**src/rtl/dot_seq_pkg.sv**
```systemverilog
// dot_seq_pkg: shared widths and FSM state encoding for the dot-product sequencer
package dot_seq_pkg;
  localparam int OP_W = 4;
  localparam int PROD_W = 8;
  typedef enum logic [2:0] {S_SETTLE, S_IDLE, S_ISSUE, S_DROP, S_WAIT, S_DONE} state_t;
endpackage

```
**src/rtl/dot_seq_fifo.sv**
```systemverilog
// dot_seq_fifo: operand-pair FIFO; a push is refused when full even if a pop happens in the same cycle
module dot_seq_fifo import dot_seq_pkg::*; #(
  parameter int DEPTH = 4,
  parameter int W = 2 * OP_W
) (
  input  logic         Clk,
  input  logic         Rst,
  input  logic         i_push,
  input  logic         i_pop,
  input  logic [W-1:0] i_data,
  output logic [W-1:0] o_data,
  output logic         o_full,
  output logic         o_empty
);
  localparam int AW = $clog2(DEPTH);
  logic [W-1:0] r_mem [DEPTH];
  logic [AW:0] r_wr, r_rd;
  logic w_push, w_pop;
  assign o_full = (r_wr[AW] != r_rd[AW]) && (r_wr[AW-1:0] == r_rd[AW-1:0]);
  assign o_empty = r_wr == r_rd;
  assign w_push = i_push && !o_full;
  assign w_pop = i_pop && !o_empty;
  assign o_data = r_mem[r_rd[AW-1:0]];
  always_ff @(posedge Clk)
    if (w_push) r_mem[r_wr[AW-1:0]] <= i_data;
  always_ff @(posedge Clk or posedge Rst)
    if (Rst) begin
      r_wr <= '0;
      r_rd <= '0;
    end else begin
      if (w_push) r_wr <= r_wr + (AW+1)'(1);
      if (w_pop) r_rd <= r_rd + (AW+1)'(1);
    end
endmodule

```
**src/rtl/dot_seq.sv**
```systemverilog
// dot_seq: feeds buffered operand pairs to the repeated-addition multiplier and sums LEN products.
// DOT_SEQ_SAT_EN: saturating accumulator plus ovf output; otherwise the accumulator wraps.
module dot_seq import dot_seq_pkg::*; #(
  parameter int LEN = 4,
  parameter int DEPTH = 4,
  parameter int ACC_W = 10,
  parameter int SETTLE = 20
) (
  input  logic              Clk,
  input  logic              Rst,
  input  logic              in_valid,
  output logic              in_ready,
  input  logic [OP_W-1:0]   in_a,
  input  logic [OP_W-1:0]   in_b,
  output logic              mul_start,
  output logic [OP_W-1:0]   mul_nr1,
  output logic [OP_W-1:0]   mul_nr2,
  input  logic [PROD_W-1:0] mul_prod,
  input  logic              mul_ack,
  output logic [ACC_W-1:0]  sum,
  output logic              sum_valid,
  output logic              busy
`ifdef DOT_SEQ_SAT_EN
  , output logic            ovf
`endif
);
  localparam int CW = 4;
  localparam int SW = $clog2(SETTLE + 1) + 1;
  state_t r_state, w_next;
  logic [SW-1:0] r_settle;
  logic [CW-1:0] r_cnt;
  logic [ACC_W-1:0] r_acc;
  logic [2*OP_W-1:0] w_head;
  logic w_pop, w_empty, w_full, w_last;
`ifdef DOT_SEQ_SAT_EN
  logic [ACC_W:0] w_add;
  logic r_sat;
  assign w_add = {1'b0, r_acc} + (ACC_W+1)'(mul_prod);
`endif
  dot_seq_fifo #(.DEPTH(DEPTH), .W(2 * OP_W)) u_fifo (
    .Clk(Clk),
    .Rst(Rst),
    .i_push(in_valid),
    .i_pop(w_pop),
    .i_data({in_a, in_b}),
    .o_data(w_head),
    .o_full(w_full),
    .o_empty(w_empty)
  );
  assign in_ready = !w_full;
  assign busy = r_state != S_SETTLE && r_state != S_IDLE;
  assign w_last = r_cnt == CW'(LEN - 1);
  always_comb begin
    w_next = r_state;
    w_pop = 1'b0;
    case (r_state)
      S_SETTLE: w_next = r_settle == '0 ? S_IDLE : S_SETTLE;
      S_IDLE: begin
        w_pop = !w_empty;
        w_next = w_empty ? S_IDLE : S_ISSUE;
      end
      S_ISSUE: w_next = S_DROP;
      S_DROP: w_next = S_WAIT;
      S_WAIT: if (mul_ack) begin
        w_pop = !w_last && !w_empty;
        w_next = w_last ? S_DONE : w_empty ? S_IDLE : S_ISSUE;
      end
      S_DONE: w_next = S_IDLE;
      default: w_next = S_SETTLE;
    endcase
  end
  always_ff @(posedge Clk or posedge Rst)
    if (Rst) begin
      r_state <= S_SETTLE;
      r_settle <= SW'(SETTLE);
      r_cnt <= '0;
      r_acc <= '0;
      mul_start <= 1'b0;
      mul_nr1 <= '0;
      mul_nr2 <= '0;
      sum <= '0;
      sum_valid <= 1'b0;
`ifdef DOT_SEQ_SAT_EN
      r_sat <= 1'b0;
      ovf <= 1'b0;
`endif
    end else begin
      r_state <= w_next;
      mul_start <= w_next == S_ISSUE;
      sum_valid <= r_state == S_DONE;
      if (r_state == S_SETTLE && r_settle != '0) r_settle <= r_settle - SW'(1);
      if (w_pop) {mul_nr1, mul_nr2} <= w_head;
      if (r_state == S_WAIT && mul_ack) begin
        r_cnt <= r_cnt + CW'(1);
`ifdef DOT_SEQ_SAT_EN
        r_acc <= w_add[ACC_W] ? '1 : w_add[ACC_W-1:0];
        r_sat <= r_sat | w_add[ACC_W];
`else
        r_acc <= r_acc + ACC_W'(mul_prod);
`endif
      end
      if (r_state == S_DONE) begin
        sum <= r_acc;
        r_acc <= '0;
        r_cnt <= '0;
`ifdef DOT_SEQ_SAT_EN
        ovf <= r_sat;
        r_sat <= 1'b0;
`endif
      end
    end
endmodule

```
**config.mk**
```make
export PLATFORM = sky130hd
export DESIGN_NAME = dot_seq
export DESIGN_NICKNAME = d
export VERILOG_FILES = /design/src/rtl/dot_seq_pkg.sv /design/src/rtl/dot_seq_fifo.sv /design/src/rtl/dot_seq.sv
export SDC_FILE = /design/constraint.sdc
export NUM_CORES = 1
export LEC_CHECK = 0
export BUFFER_PORTS_ARGS = -buffer_cell sky130_fd_sc_hd__buf_2
export CAP_MARGIN = 15
export CORE_AREA = 3 3 91 93
export DETAILED_ROUTE_END_ITERATION = 10
export DIE_AREA = 0 0 94 96
export HOLD_SLACK_MARGIN = 0.12
export PLACE_DENSITY = 0.68
export SLEW_MARGIN = 20
export SYNTH_ARGS = -nofsm -noshare
export SYNTH_HDL_FRONTEND = slang
export SYNTH_SLANG_ARGS = --single-unit
```
**constraint.sdc**
```tcl
create_clock -name Clk -period 5.7 [get_ports Clk]
set_input_delay 0.285 -clock Clk [delete_from_list [all_inputs] [get_ports Clk]]
set_output_delay 0.285 -clock Clk [all_outputs]
set_load 0.01 [all_outputs]
```
==> impl_metrics.csv <==
group,metric,value,unit
hold_path,hold_class,"input port to asynchronous set/reset pin",
synthesis,syn_avg_cell_area,13.4,um2
synthesis,synth_edf_count,32,
critical_path,worstPathRequired,5.41,ns
detailed_routing,ant_nets,0,
placed_design,dp_hpwl,4280,um
power,clkPwrFrac,0.197,
layout,final_util,0.553,
timing,timing.setup.tns,0,ns
global_routing,grt_pass1_vias,2189,
synthesis,syn_inst,279,
critical_path,worst_path_max_delay_cell,"dfrtp_1",
timing,min_period,1.96,ns
clock_network,cts_hold_repair.buffers,0,
clock_network,clkSlewWorstSetupHoldPaths,0.09,ns
placed_design,placed_cells,413,
layout,drive_gt1_frac,0.272,
synthesis,yosys.area.top_type,"dfrtp_1",
global_routing,grt_max_degree,50,
timing,tightest_slew,0.834,ns
power,pwr-share-seq,0.449,
detailed_routing,drt_iter0_markers,60,
critical_path,critPathCapture,"in_ready",
global_routing,grt_usage,0.157,
critical_path,path_cells,"xnor2_2 -> nand3_1 -> buf_2",
critical_path,start_kind,"register",
detailed_routing,first_pass_iters,4,
status,status,"completed",
critical_path,path_delay_family,"flip-flops",
power,ir_worst_vdd,0.214,mV
timing,slew_headroom,0.443,
critical_path,worstPathArrival,1.68,ns
critical_path,cp.depth,3,
timing,rsz0062_at_grt,"false",
synthesis,ys_top_cells_by_count,"dfrtp_1 (47), nand2_1 (44), edfxtp_1 (32)",
timing,min_period_over_period,0.344,
synthesis,ys_async_sr_fraction,0.605,
global_routing,grtUsageMet1,0.194,
synthesis,yosysWarnings,0,
die,rows,32,
detailed_routing,dr_total_vias,2176,
detailed_routing,avgViaCountPerCell,5.07,
detailed_routing,wire_per_inst,14.6,um
synthesis,yosysMostFrequentCell,"dfrtp_1",
clock_network,cts_tree,"yes",
global_routing,grt_pass1_wl,10600,um
global_routing,use_met3,0.0446,
layout,final-instance-count-excl-fill,429,
clock_network,cts_setup_buffers,0,
placed_design,globalplace.congestion,0.822,
global_routing,grtUsageMet2,0.258,
global_routing,busiest_layer,"met2",
detailed_routing,routed_wl,6260,um
power,p_int,0.00136,W
layout,area_growth,12.3,%
synthesis,synthesis.area,0.00374,mm2
power,p_sw_frac,0.341,
detailed_routing,drc,0,
flow_run,cap_viol_max_count,0,
critical_path,r2r-start,"u_fifo.r_rd[0]",
clock_network,clk_latency,0.35,ns
synthesis,yosysUniqueCellTypes,54,
synthesis,synth_ff_type,"dfrtp_1",
timing,setup_viol_count_final,0,
die,start_util,0.492,
die,core,0.00761,mm2
synthesis,yosys_register_bits,81,
die,die_h,96,um
critical_path,timing.critical_path.buf_inv,1,
synthesis,yosys-top-cells-area,"dfrtp_1 (31%), edfxtp_1 (26%), ha_1 (5.3%)",
timing,timing.fmax,510,MHz
clock_network,cts_root_buf,"clkbuf_8",
timing,final.setup_skew,0.00936,ns
critical_path,critPathMaxFanout,11,
power,power_switching,0.000707,W
critical_path,regToRegEndpoint,"u_fifo.r_mem[3][2]",
die,die_w,94,um
clock_network,clock_sinks,81,
synthesis,yosysSeqAreaShare,0.585,
power,p_comb_frac,0.354,
die,ioPinCount,42,
critical_path,startpoint,"u_fifo.r_rd[0]",
critical_path,max_stage_delay,0.76,ns
power,powerDensity,492,mW/mm2
power,p_leak,1.92,nW
die,dieArea,0.00902,mm2
placed_design,port_buffers,41,
synthesis,syn-num-nets,316,
critical_path,criticalPathCategory,"register to output port",
timing,hold_viol_final,0,
synthesis,yosys.area.top_type_share,0.314,
clock_network,ctsHtreeMaxLevel,3,
global_routing,grt-ovfl-total,0,
layout,final_nets,359,
clock_network,cts-resized-gates,0,
critical_path,rr_worst_depth,3,
clock_network,cts_buffers,9,
clock_network,clockBufferDepth,2,
layout,antenna_cells,0,
critical_path,critPathCaptureType,"output port",
timing,slew_violations,0,
critical_path,regToRegSetupSlack,3.74,ns
global_routing,antenna_found_initial,0,
-- routing by layer --
metal	up-vias	routed length, um
met1	1054	2900
met2	41	2990
met5	-	0
li1	1071	-
met3	10	262
met4	0	103
-- kinds of logic (layout without fill, tap and decap cells) --
| kind of cell | after synthesis | after routing | synth area share |
|---|---|---|---|
| XOR/XNOR | 20 | 20 | 0.0508 |
| multiplexers | 17 | 17 | 0.0842 |
| flip-flops | 81 | 81 | 0.585 |
| buffers and inverters | 24 | 72 | 0.0331 |
| AND/OR/NAND/NOR | 84 | 84 | 0.116 |
| adder cells (fa/ha/maj) | 17 | 17 | 0.0588 |
| AO/OA/AOI/OAI | 36 | 36 | 0.0722 |
-- worst min path at each step --
stage	endpoint	slack, ns	cells after the start
2_1_floorplan	u_fifo.r_mem[0][0]	0.38	0
3_3_place_gp	sum[3]	0.45	2
3_5_place_dp	sum[7]	0.46	2
4_1_cts	u_fifo.r_mem[2][1]	0.13	1
5_1_grt	mul_start	0.13	2
6_report	mul_nr1[1]	0.06	2
-- stage by stage --
stage	setup WS, ns	cell area, um2	total power [W]	hold WS, ns
2_1_floorplan	3.91	3740	0.00151	0.384
3_3_place_gp	3.76	4010	0.00166	0.453
3_5_place_dp	3.70	4010	0.00169	0.458
4_1_cts	3.68	4200	0.00211	0.132
5_1_grt	3.56	4210	0.00223	0.130
6_report	3.74	4210	0.00207	0.0568
-- power groups by stage --
| stage | Sequential [W] | Combinational (W) | Clock (W) |
|---|---|---|---|
| 2_1_floorplan | 0.000906 | 0.000604 | 0 |
| 3_3_place_gp | 0.000938 | 0.000726 | 0 |
| 3_5_place_dp | 0.000946 | 0.000745 | 0 |
| 4_1_cts | 0.000934 | 0.000749 | 0.000424 |
| 5_1_grt | 0.000958 | 0.000823 | 0.000448 |
| 6_report | 0.000930 | 0.000732 | 0.000407 |
-- placed cells by master, fill, tap and decap left out, types with 3 or more instances in the layout --
master    synthesis  layout
dfrtp_1          47      47
nand2_1          44      44
buf_2             3      41
edfxtp_1         32      32
ha_1             16      16
inv_1            14      13
xor2_1           11      11
nor2_1           10      10
clkbuf_8          0       9
xnor2_1           7       7
o21ai_0           7       7
and3_1            7       7
mux2_4            6       6
mux4_2            5       5
o21ai_1           4       4
mux4_1            3       3
mux2_2            3       3
nand3_1           3       3
a22o_1            3       3
a21o_1            3       3
a21oi_1           3       3
o21a_1            3       3
nor3_1            3       3
-- state kept, by name, summed over array words and instances, names as in the netlist, 3 cells and up --
| name | flops |
|---|---|
| mul_nr1 | 4 |
| mul_nr2 | 4 |
| r_acc | 10 |
| r_cnt | 4 |
| r_settle | 6 |
| r_state | 3 |
| sum | 10 |
| u_fifo.r_mem | 32 |
| u_fifo.r_rd | 3 |
| u_fifo.r_wr | 3 |
-- layout make-up --
type                       count  area, um2
clock buffer                  10        128
tap                          102        128
clock inverter                 6       67.6
multi-input combinational    174       1430
timing repair buffer          41        205
fill                         632       3400
inverter                      15       57.6
sequential                    81       2190
Note: power is estimated with default switching activity, not from simulation.
